$ cat src/rtl/seq_detect_param.sv
// Parametrised Moore serial-pattern detector with valid qualifier, saturating match
// counter and synchronous clear. Define SEQ_DET_MASK_EN to add the pat_mask don't-care port.
module seq_detect_param #(
    parameter int unsigned      PAT_W   = 4,
    parameter logic [PAT_W-1:0] PATTERN = 4'b1010,
    parameter bit               OVERLAP = 1'b1,
    parameter int unsigned      CNT_W   = 8
) (
    input  logic             clk,
    input  logic             reset,
    input  logic             clr,
    input  logic             in_valid,
    input  logic             in,
`ifdef SEQ_DET_MASK_EN
    input  logic [PAT_W-1:0] pat_mask,
`endif
    output logic             out,
    output logic [CNT_W-1:0] match_count,
    output logic             hist_full
);

    localparam int unsigned       FILL_W   = $clog2(PAT_W + 1);
    localparam logic [FILL_W-1:0] FILL_MAX = FILL_W'(PAT_W);
    localparam logic [CNT_W-1:0]  CNT_MAX  = '1;

    logic [PAT_W-1:0]  hist, hist_n, hist_shift, cmp_mask;
    logic [FILL_W-1:0] fill, fill_n, fill_inc;
    logic [CNT_W-1:0]  count_n;
    logic              out_n, match;

`ifdef SEQ_DET_MASK_EN
    assign cmp_mask = pat_mask;
`else
    assign cmp_mask = '1;
`endif

    // fill gates the compare so the zeroed history after reset/clr can never
    // stand in for real bits (matters for patterns such as all-zeros).
    always_comb begin
        // NOTE: every output of this block gets a default first so no path leaves one unassigned (no latch).
        hist_shift = {hist[PAT_W-2:0], in};
        fill_inc   = (fill == FILL_MAX) ? FILL_MAX : fill + 1'b1;
        match      = (fill_inc == FILL_MAX) && (((hist_shift ^ PATTERN) & cmp_mask) == '0);
        hist_n     = hist;
        fill_n     = fill;
        out_n      = 1'b0;
        count_n    = match_count;

        if (clr) begin
            hist_n  = '0;
            fill_n  = '0;
            count_n = '0;
        end else if (in_valid) begin
            out_n = match;
            if (match && (match_count != CNT_MAX))
                count_n = match_count + 1'b1;
            if (match && !OVERLAP) begin
                hist_n = '0;
                fill_n = '0;
            end else begin
                hist_n = hist_shift;
                fill_n = fill_inc;
            end
        end
    end

    always_ff @(posedge clk or negedge reset) begin
        // NOTE: state flops use non-blocking assignment so all registers update from pre-edge values.
        if (!reset) begin
            hist        <= '0;
            fill        <= '0;
            out         <= 1'b0;
            match_count <= '0;
            hist_full   <= 1'b0;
        end else begin
            hist        <= hist_n;
            fill        <= fill_n;
            out         <= out_n;
            match_count <= count_n;
            hist_full   <= (fill_n == FILL_MAX);
        end
    end

endmodule

$ cat config.mk
export PLATFORM = sky130hd
export DESIGN_NAME = seq_detect_param
export DESIGN_NICKNAME = d
export VERILOG_FILES = /design/src/rtl/seq_detect_param.sv
export SDC_FILE = /design/constraint.sdc
export NUM_CORES = 1
export LEC_CHECK = 0
export CORE_UTILIZATION = 25
export DETAILED_ROUTE_END_ITERATION = 10
export SLEW_MARGIN = 10
export SYNTH_ARGS = -nofsm -noshare
export SYNTH_HDL_FRONTEND = slang
export SYNTH_SLANG_ARGS = --single-unit
export TNS_END_PERCENT = 1
$ cat constraint.sdc
create_clock -name clk -period 3 [get_ports clk]
set_input_delay 0.3 -clock clk [delete_from_list [all_inputs] [get_ports clk]]
set_output_delay 0.3 -clock clk [all_outputs]
set_load 0.005 [all_outputs]
==> summary.md <==
| Metric | Value |
|---|---|
| Max_cap viols | `0` |
| Highest Clock Rate | `roughly 0.48 GHz` |
| Final instance area | `1060 um2` |
| Die ar. | `around 3800 um2` |
| Vias in the first global route | `665` |
| # resized after CTS | `0` |
| Drt total wl | `approximately 1600 um` |
| Placed Cells | `~140` |
| Tot Pwr | `0.367 mW` |
| Top-count cell post-synth | `dfrtp_1` |
| CP endpoint kind | `register` |
| DRT iter0 DRCs | `22` |
| Initial antenna violation count | `0` |
| Hold Buf Count CTS | `0` |
| Via count | `663` |
| Worst Setup Path Type | `reg -> reg` |
| Placed Instance Area | `a little over 1000 um2` |
| Synthesis Warnings | `0` |
| Clk root buf | `clkbuf_4` |
| R2R depth | `7` |
| First drt pass iteration count | `4` |
| Vias per Instance | `roughly 4.5` |
| Status | `finished, final reports clean` |
| Worst-skew pair later-pin latency | `between 0.2 and 0.3 ns` |
| CTS tree | `yes` |
| Yosys reg bits | `16` |
| DRT antenna net count | `0` |
| Sequential area share after synthesis | `45.6%` |
| Core Util, Final | `31.4%` |
| Leak | `0.427 nW` |
| Critical-path maximum fanout | `7` |
| Synthesized instance count | `slightly below 90` |
| Tmin final | `approximately 2.1 ns` |
| TNS Setup | `0 ns` |
| Syn Area/Cell | `between 9 and 10 um2` |
| Endpoints failing hold | `0` |
| Yosys top cell area share | `45.6%` |
| Clk sinks | `16` |
| Setup slack after layout | `0.907 ns` |
| IO Count | `15` |
| CTS max path bufs | `2` |
| Setup WS pre-CTS | `around 0.8 ns` |
| # H-tree levels | `1` |
| # diodes | `0` |
| Yosys cell types | `32` |
| Worst reg-to-reg setup slack | `between 0.9 and 1 ns` |
| Worst rel slew slack | `between 50% and 60%` |
| Async SR Flop Fraction | `100%` |
| Synth area leaders | `dfrtp_1 (46%), nor2_1 (5.1%), ha_1 (4.3%)` |
| Layout cells sized above 1 | `7.92%` |
| Hold WC Path Type | `in -> async` |
| Largest net degree at the start of global routing | `19` |
| Final Setup Violations | `0` |
| Top FF cell, synth | `dfrtp_1` |
| Slew @ Worst Pin | `between 0.7 and 0.8 ns` |
| Post-DR wirelength/cell | `10.9 um` |
| Dpl hpwl | `1210 um` |
| Post-Syn Area | `around 880 um2` |
| Core area | `between 3000 and 4000 um2` |
| Die extent in x | `just over 60 um` |
| Num CTS Buffers | `3` |
| DRC viols | `0` |
| GP Congestion | `just under 0.9` |
| Worst-path clk slew | `roughly 0.1 ns` |
| Required time worst endpoint | `roughly 3.2 ns` |
| Pwr Density | `approximately 350 nW/um2` |
| Initial Utilization | `between 20% and 30%` |
| Area grow syn2layout | `20.4%` |
| Post-synth net total | `96` |
| WHS | `about 0.44 ns` |
| Rows | `21` |
| Post-synth EDFFs | `0` |
| Worst VDD drop | `around 0.13 mV` |
| Worst Setup Start Kind | `register` |
| Final cycle utilization of the critical path | `69.8%` |
| Synth cell count leaders | `dfrtp_1 (16), nor2_1 (12), nand2_1 (9)` |
| Max-slew violations | `0` |
| Yosys top cell by area | `dfrtp_1` |
| R2r startpoint | `fill[0]` |
| PortBufs | `14` |
| R2R Path End | `match_count[5]` |
| Fin cells | `147` |
| Worst Skew | `between 0.004 and 0.005 ns` |
| Die height | `between 60 and 70 um` |
| Gr ovfl total | `0` |
| First-pass GRT wire length | `between 2000 and 3000 um` |
| RSZ-0062 raised after global routing | `no` |
| GRT Total Usage | `around 10%` |
| Nets | `~110` |
| # Post-CTS Setup Buffers | `0` |
| Worst EP arrival | `between 2 and 2.5 ns` |
[flip-flops by register name (all words and copies together) (netlist names)]
register and cells:
hist_full 1, hist 3, fill 3, out 1
match_count 8
[kinds of logic (layout without fill, tap and decap cells)]
family                     Yosys count  after routing  synth area share (%)
and+or+nand+nor                     36             36                  21.5
xor gates and xnor gates             2              2                  1.99
DFF                                 16             16                  45.6
AOI/OAI and AO/OA                   17             17                  14.7
buffers and inverters               10             23                  7.26
muxes                                4              4                  4.70
adders and majority gates            3              3                  4.27
[cells in the final DEF, fill, tap and decap left out, drive strengths merged, types with 2 or more instances in the layout]
| cell type | n |
|---|---|
| dfrtp | 16 |
| clkdlybuf4s50 | 14 |
| nor2 | 12 |
| nand2 | 9 |
| a21oi | 8 |
| inv | 6 |
| nand3 | 5 |
| mux2i | 3 |
| ha | 3 |
| clkbuf | 3 |
| o21ai | 3 |
| and3 | 2 |
| a31o | 2 |
[worst max path at each step]
stage / from / to / slack, ns / cells past startpoint
after floorplan: fill[0] / match_count[5] / 1.09 / 7
after global placement: in_valid / match_count[5] / 0.83 / 6
after detailed placement: in_valid / match_count[5] / 0.78 / 6
after CTS: fill[0] / match_count[5] / 0.88 / 7
after global routing: fill[0] / match_count[5] / 0.79 / 7
final: fill[0] / match_count[5] / 0.91 / 7
[worst max-delay path: stages, from the launching register on]
cell	delay (ns)
dfrtp_1	0.39
inv_1	0.07
ha_1	0.30
or2b_1	0.26
a21oi_4	0.23
nand3_4	0.12
or4_1	0.49
a21oi_1	0.14
[where the power goes]
| part | internal (mW) | leakage (nW) | total (mW) | switching [mW] |
|---|---|---|---|---|
| combinational | 0.0134 | 0.192 | 0.0325 | 0.0191 |
| sequential | 0.219 | 0.221 | 0.222 | 0.00289 |
| clock | 0.0465 | 0.0138 | 0.112 | 0.0658 |
| total | 0.279 | 0.427 | 0.367 | 0.0877 |
[area by class of cell]
cell class	count	area [um2]
tap	46	57.6
inverter	6	22.5
clock buffer	3	22.5
sequential	16	400
fill	373	2310
timing repair buffer	14	140
multi-input combinational	62	414
[layer usage]
layer / track usage [%] / share of wire [%]
met4: 0.974 / 0
met2: 16.8 / 50
met3: 1.89 / 2.4
met1: 13.5 / 48
met5: 0 / 0
Note: power is estimated with default switching activity, not from simulation.
